[src/rtl/bit_serial_alu_ctrl.sv]
// Bit-serial ALU sequencer: runs one WIDTH-bit operation through a single-bit slice, LSB first.
// Optional abort input enabled by defining BSALU_ABORT_EN.
module bit_serial_alu_ctrl #(
  parameter int WIDTH = 64
) (
  input  logic             clk,
  input  logic             reset_n,
  input  logic             start,
  input  logic [WIDTH-1:0] a,
  input  logic [WIDTH-1:0] b,
  input  logic [2:0]       cntrl,
`ifdef BSALU_ABORT_EN
  input  logic             abort,
`endif
  output logic             busy,
  output logic             done,
  output logic [WIDTH-1:0] result,
  output logic             negative,
  output logic             zero,
  output logic             overflow,
  output logic             carry_out
);

  localparam int CW = $clog2(WIDTH);
  localparam logic [CW-1:0] LAST = CW'(WIDTH - 1);

  typedef enum logic [1:0] {S_IDLE, S_RUN, S_DONE} state_t;

  state_t           state_q, state_d;
  logic [CW-1:0]    cnt_q, cnt_d;
  logic             carry_q, carry_d;
  logic [WIDTH-1:0] a_sh_q, b_sh_q, res_sh_q;
  logic [2:0]       op_q;
  logic [WIDTH-1:0] result_q, result_d;
  logic             neg_q, neg_d, zero_q, zero_d, ovf_q, ovf_d, cout_q, cout_d;
  logic             load, shift;

  logic             bb, slice_out, slice_cout, is_arith;
  logic [WIDTH-1:0] res_next;

  // Single-bit ALU slice; sub reuses the adder with B inverted and carry preloaded to 1
  always_comb begin
    bb         = b_sh_q[0] ^ op_q[0];
    slice_out  = 1'b0;
    slice_cout = 1'b0;
    is_arith   = (op_q[2:1] == 2'b01);
    case (op_q)
      3'b000: slice_out = b_sh_q[0];
      3'b010,
      3'b011: begin
        slice_out  = a_sh_q[0] ^ bb ^ carry_q;
        slice_cout = (a_sh_q[0] & bb) | (a_sh_q[0] & carry_q) | (bb & carry_q);
      end
      3'b100: slice_out = a_sh_q[0] & b_sh_q[0];
      3'b101: slice_out = a_sh_q[0] | b_sh_q[0];
      3'b110: slice_out = a_sh_q[0] ^ b_sh_q[0];
      default: slice_out = 1'b0;
    endcase
    res_next = {slice_out, res_sh_q[WIDTH-1:1]};
  end

  always_comb begin
    state_d  = state_q;
    cnt_d    = cnt_q;
    carry_d  = carry_q;
    result_d = result_q;
    neg_d    = neg_q;
    zero_d   = zero_q;
    ovf_d    = ovf_q;
    cout_d   = cout_q;
    load     = 1'b0;
    shift    = 1'b0;
    case (state_q)
      S_IDLE: begin
        if (start) begin
          load    = 1'b1;
          carry_d = cntrl[0];
          cnt_d   = '0;
          state_d = S_RUN;
        end
      end
      S_RUN: begin
        shift   = 1'b1;
        carry_d = slice_cout;
        cnt_d   = cnt_q + CW'(1);
        if (cnt_q == LAST) begin
          // carry_q here is the carry into the MSB
          state_d  = S_DONE;
          result_d = res_next;
          neg_d    = res_next[WIDTH-1];
          zero_d   = (res_next == '0);
          cout_d   = is_arith & slice_cout;
          ovf_d    = is_arith & (carry_q ^ slice_cout);
        end
`ifdef BSALU_ABORT_EN
        if (abort) begin
          state_d  = S_IDLE;
          result_d = result_q;
          neg_d    = neg_q;
          zero_d   = zero_q;
          cout_d   = cout_q;
          ovf_d    = ovf_q;
        end
`endif
      end
      S_DONE:  state_d = S_IDLE;
      default: state_d = S_IDLE;
    endcase
  end

  always_ff @(posedge clk or negedge reset_n) begin
    if (!reset_n) begin
      state_q  <= S_IDLE;
      cnt_q    <= '0;
      carry_q  <= 1'b0;
      result_q <= '0;
      neg_q    <= 1'b0;
      zero_q   <= 1'b0;
      ovf_q    <= 1'b0;
      cout_q   <= 1'b0;
    end else begin
      state_q  <= state_d;
      cnt_q    <= cnt_d;
      carry_q  <= carry_d;
      result_q <= result_d;
      neg_q    <= neg_d;
      zero_q   <= zero_d;
      ovf_q    <= ovf_d;
      cout_q   <= cout_d;
    end
  end

  // Operand and partial-result shift registers carry no reset; every bit is rewritten per op
  always_ff @(posedge clk) begin
    if (load) begin
      a_sh_q <= a;
      b_sh_q <= b;
      op_q   <= cntrl;
    end else if (shift) begin
      a_sh_q   <= a_sh_q >> 1;
      b_sh_q   <= b_sh_q >> 1;
      res_sh_q <= res_next;
    end
  end

  assign busy      = (state_q == S_RUN);
  assign done      = (state_q == S_DONE);
  assign result    = result_q;
  assign negative  = neg_q;
  assign zero      = zero_q;
  assign overflow  = ovf_q;
  assign carry_out = cout_q;

endmodule

[config.mk]
export PLATFORM = sky130hd
export DESIGN_NAME = bit_serial_alu_ctrl
export DESIGN_NICKNAME = d
export VERILOG_FILES = /design/src/rtl/bit_serial_alu_ctrl.sv
export SDC_FILE = /design/constraint.sdc
export NUM_CORES = 1
export LEC_CHECK = 0
export CAP_MARGIN = 10
export CORE_MARGIN = 2
export CORE_UTILIZATION = 52
export CTS_CLUSTER_DIAMETER = 30
export DETAILED_ROUTE_END_ITERATION = 8
export PLACE_DENSITY = 0.86
export SLEW_MARGIN = 20
export SYNTH_ARGS = -nofsm -noshare
export SYNTH_HDL_FRONTEND = slang
export SYNTH_SLANG_ARGS = --single-unit
[constraint.sdc]
create_clock -name clk -period 4.4 [get_ports clk]
set_clock_uncertainty 0.2 [all_clocks]
set_input_delay 1.32 -clock clk [delete_from_list [all_inputs] [get_ports clk]]
set_output_delay 1.32 -clock clk [all_outputs]
set_load 0.03 [all_outputs]
==> impl_results.html <==
<table>
<tr><th>Metric</th><th>Value</th></tr>
<tr><th colspan="2">Status</th></tr>
<tr><td>Run status</td><td>finished, final reports clean</td></tr>
<tr><th colspan="2">Detailed routing</th></tr>
<tr><td>Vias post-DR</td><td>5859</td></tr>
<tr><td>Number of design rule violations left after detail routing</td><td>0</td></tr>
<tr><td>Post-detailed-route count of antenna-violating nets</td><td>0</td></tr>
<tr><td>Via density per instance</td><td>5.30</td></tr>
<tr><td>Post-DR wirelength/cell</td><td>19.5 um</td></tr>
<tr><td>Detailed-routing iteration count for the pre-antenna-repair pass</td><td>4</td></tr>
<tr><td>Total wire length</td><td>roughly 22 mm</td></tr>
<tr><td>DRC violation total after the first TritonRoute iteration</td><td>380</td></tr>
<tr><th colspan="2">Clocking</th></tr>
<tr><td>Maximum level of the CTS H-tree</td><td>2</td></tr>
<tr><td>Clock buffer depth</td><td>3</td></tr>
<tr><td>Clock latency on the worst-skew pair</td><td>roughly 0.52 ns</td></tr>
<tr><td>Number of hold-repair buffers added at the cts stage</td><td>0</td></tr>
<tr><td>Clock tree from TritonCTS</td><td>yes</td></tr>
<tr><td>Clock tree root buffer cell</td><td>sky130_fd_sc_hd__clkbuf_16</td></tr>
<tr><td>Post-CTS setup buffer count</td><td>0</td></tr>
<tr><td>Clock sink total</td><td>270</td></tr>
<tr><td>Clock-pin slew on the worst setup and hold paths</td><td>0.05 ns</td></tr>
<tr><td>Cts repair resizes</td><td>0</td></tr>
<tr><td>CTS Buf Count</td><td>47</td></tr>
<tr><th colspan="2">Final layout</th></tr>
<tr><td>Utilization after layout</td><td>0.721</td></tr>
<tr><td>NumNets Final</td><td>935</td></tr>
<tr><td>Synth-to-layout area growth</td><td>37.0%</td></tr>
<tr><td>Final design instance area without fill</td><td>14500 sq um</td></tr>
<tr><td>Layout cell share with drive strength beyond 1</td><td>0.336</td></tr>
<tr><td>Filler Cells Inserted</td><td>between 1000 and 1500</td></tr>
<tr><td>Ant. Diodes</td><td>0</td></tr>
<tr><th colspan="2">Power</th></tr>
<tr><td>Total Power Consumption</td><td>9.50 mW</td></tr>
<tr><td>Largest vdd supply drop</td><td>509 uV</td></tr>
<tr><td>Power density over the cells</td><td>658 nW/um^2</td></tr>
<tr><td>Leakage</td><td>5.77 nW</td></tr>
<tr><th colspan="2">STA</th></tr>
<tr><td>Fmax achieved</td><td>roughly 280 MHz</td></tr>
<tr><td>Least-Margin Pin Slew</td><td>0.894 ns</td></tr>
<tr><td>Tmin final</td><td>between 3 and 4 ns</td></tr>
<tr><td>Number of pins with negative max-slew slack in the final report</td><td>0</td></tr>
<tr><td>Final setup viols</td><td>0</td></tr>
<tr><td>Setup slack after layout</td><td>0.850 ns</td></tr>
<tr><td>Unrepaired setup endpoints after global routing</td><td>false</td></tr>
<tr><td>Slew Limit Headroom</td><td>0.404</td></tr>
<tr><td>Final hold vios</td><td>0</td></tr>
<tr><td>Final worst path period share</td><td>0.807</td></tr>
<tr><td>Setup TNS after final layout</td><td>0 ns</td></tr>
<tr><th colspan="2">Floorplanning</th></tr>
<tr><td>Vertical extent of the die</td><td>146 um</td></tr>
<tr><td>Initial Util</td><td>0.526</td></tr>
<tr><td>I/O pins</td><td>204</td></tr>
<tr><td>Row count</td><td>52</td></tr>
<tr><td>Placeable core region</td><td>20000 sq um</td></tr>
<tr><td>Die Outline Area</td><td>21400 sq um</td></tr>
<tr><td>Die boundary width</td><td>between 100 and 150 um</td></tr>
<tr><th colspan="2">Worst setup path</th></tr>
<tr><td>Required time at the endpoint of the critical path</td><td>2.88 ns</td></tr>
<tr><td>Highest net fanout along the worst path</td><td>5</td></tr>
<tr><td>Startpoint class of the critical path</td><td>register</td></tr>
<tr><td>Critical path capture point type</td><td>primary output</td></tr>
<tr><td>Data arrival time at the worst-slack endpoint</td><td>2.03 ns</td></tr>
<tr><td>Path type of the worst setup path</td><td>reg2out</td></tr>
<tr><th colspan="2">Placed design</th></tr>
<tr><td>Final weighted congestion of routability-driven global placement</td><td>0.741</td></tr>
<tr><td># port buffers</td><td>203</td></tr>
<tr><td>HPWL after detailed placement</td><td>around 14 mm</td></tr>
<tr><td>Placed cell area</td><td>12900 sq um</td></tr>
<tr><td>Pre-CTS setup slack</td><td>0.643 ns</td></tr>
<tr><th colspan="2">Synth</th></tr>
<tr><td>Post-synthesis instance area</td><td>10500 sq um</td></tr>
<tr><td>Register bit total from synthesis</td><td>270</td></tr>
<tr><td>Mean Syn Cell Area</td><td>roughly 19 sq um</td></tr>
<tr><td>Synthesized Nets</td><td>699</td></tr>
<tr><td>Synth Instances</td><td>561</td></tr>
<tr><td>Share of the yosys chip area belonging to registers</td><td>0.733</td></tr>
<tr><td>Cell variety after synth</td><td>39</td></tr>
<tr><td>Yosys synthesis warning count</td><td>0</td></tr>
<tr><th colspan="2">Global routing</th></tr>
<tr><td>Maximum number of pins on one net before global-route repair</td><td>roughly 130</td></tr>
<tr><td>Overall fraction of global-route tracks in use</td><td>0.203</td></tr>
<tr><td>Wire length of the first global-routing pass</td><td>between 30 and 40 mm</td></tr>
<tr><td>Sum of overflow across all layers after global routing</td><td>0</td></tr>
<tr><td>Number of antenna violations at the first check in global routing</td><td>0</td></tr>
<tr><td>Vias in the first global route</td><td>~6400</td></tr>
<tr><th colspan="2">Hold path</th></tr>
<tr><td>Class of the tightest hold or removal check</td><td>reg2reg</td></tr>
<tr><th colspan="2">Job</th></tr>
<tr><td>Number of violations of the max-capacitance limit</td><td>0</td></tr>
</table>
[metal layers]
metal / global-route usage / share of wire / vias up
li1: - / - / 2663
met3: 0.0734 / 0.095 / 36
met4: 0.0621 / 0.019 / 0
met1: 0.246 / 0.39 / 2906
met5: 0 / 0 / -
met2: 0.344 / 0.50 / 254
[cells in the mapped netlist, drive strengths merged]
cell type | instances | share of area
mux2i | 1 | 0.00095
nand2 | 7 | 0.0025
nor2b | 2 | 0.0012
o31ai | 2 | 0.0014
nand2b | 5 | 0.0032
a21o | 1 | 0.00071
and3b | 1 | 0.00083
nand4 | 6 | 0.0050
xnor2 | 2 | 0.0017
clkinv | 1 | 0.00047
inv | 5 | 0.0018
a21oi | 2 | 0.00095
xor2 | 1 | 0.00083
nor3 | 2 | 0.00095
nor4 | 15 | 0.0089
or4 | 1 | 0.00071
o21bai | 1 | 0.00071
nor3b | 1 | 0.0012
o32a | 1 | 0.00095
edfxtp | 194 | 0.55
buf | 22 | 0.012
nor2 | 3 | 0.0011
a22o | 1 | 0.00083
mux2 | 191 | 0.21
o21ai | 6 | 0.0028
ha | 3 | 0.0036
and3 | 1 | 0.00059
a31oi | 1 | 0.00059
fa | 1 | 0.0019
nand3 | 1 | 0.00047
and2 | 2 | 0.0012
o22ai | 1 | 0.00059
dfrtp | 76 | 0.18
nand3b | 1 | 0.00071
[kinds of logic after synthesis]
kind of cell             Yosys count  share of synthesized area
AND/OR/NAND/NOR                   48                     0.0285
buffers and inverters             28                     0.0141
XOR/XNOR                           3                    0.00249
flip-flops                       270                      0.733
adder cells (fa/ha/maj)            4                    0.00546
AO/OA/AOI/OAI                     16                    0.00961
multiplexers                     192                      0.207
[where the power goes]
part | internal (mW) | leakage [nW] | switching [mW]
Sequential | 4.07 | 3.14 | 0.518
Clock | 2.26 | 0.764 | 1.24
Combinational | 0.795 | 1.86 | 0.612
[state kept, by name, summed over array words and instances (netlist names)]
register	cells
a_sh_q	64
result	64
overflow	1
zero	1
cnt_q	6
state_q	2
op_q	3
carry_q	1
res_sh_q	63
carry_out	1
b_sh_q	64
[placed cells by master, fill, tap and decap left out, drive strengths merged, types with 2 or more instances in the layout]
master	n
clkdlybuf4s50	202
edfxtp	194
mux2	191
dfrtp	76
clkbuf	63
nor4	15
inv	15
clkinv	9
nand2	7
buf	7
clkinvlp	6
o21ai	6
nand4	6
nand2b	5
nor2	3
ha	3
xnor2	2
nor2b	2
nor3	2
a21oi	2
o31ai	2
and2	2
[final cells by class]
type	instances	area (sq um)	area share
multi-input cells	263	2680	0.185
inverters	6	27.5	0.00190
flip-flops and latches	270	7730	0.535
well taps	270	338	0.0234
clock buffers	63	1360	0.0941
clock inverters	25	219	0.0152
repair buffers	209	2100	0.146
[stage by stage]
| stage | hold slack, ns | instances |
|---|---|---|
| floorplan | 0.246 | 561 |
| global placement | 0.258 | 1018 |
| detailed placement | 0.264 | 1018 |
| CTS | 0.277 | 1106 |
| global route | 0.288 | 1106 |
| finish | 0.283 | 1106 |
[path summary, 6_finish.rpt]
path	start	end	slack, ns	depth (start not counted)
max	state_q[1]$_DFFE_PN0P_	busy	0.85	3
min in group asynchronous	reset_n	result[55]$_DFFE_PN0P_	0.63	1
max reg2reg	state_q[1]$_DFFE_PN0P_	result[33]$_DFFE_PN0P_	1.20	6
min	res_sh_q[42]$_DFFE_PP_	res_sh_q[41]$_DFFE_PP_	0.28	0
max in group asynchronous	reset_n	result[17]$_DFFE_PN0P_	2.88	1
min reg2reg	res_sh_q[42]$_DFFE_PP_	res_sh_q[41]$_DFFE_PP_	0.28	0
[worst max-delay path, stage by stage (launching register included)]
cell	delay (ns)
sky130_fd_sc_hd__dfrtp_1	0.44
sky130_fd_sc_hd__nand2b_2	0.26
sky130_fd_sc_hd__clkinv_2	0.08
sky130_fd_sc_hd__clkdlybuf4s50_1	0.73
No activity file was read; power rests on OpenSTA's default activity.
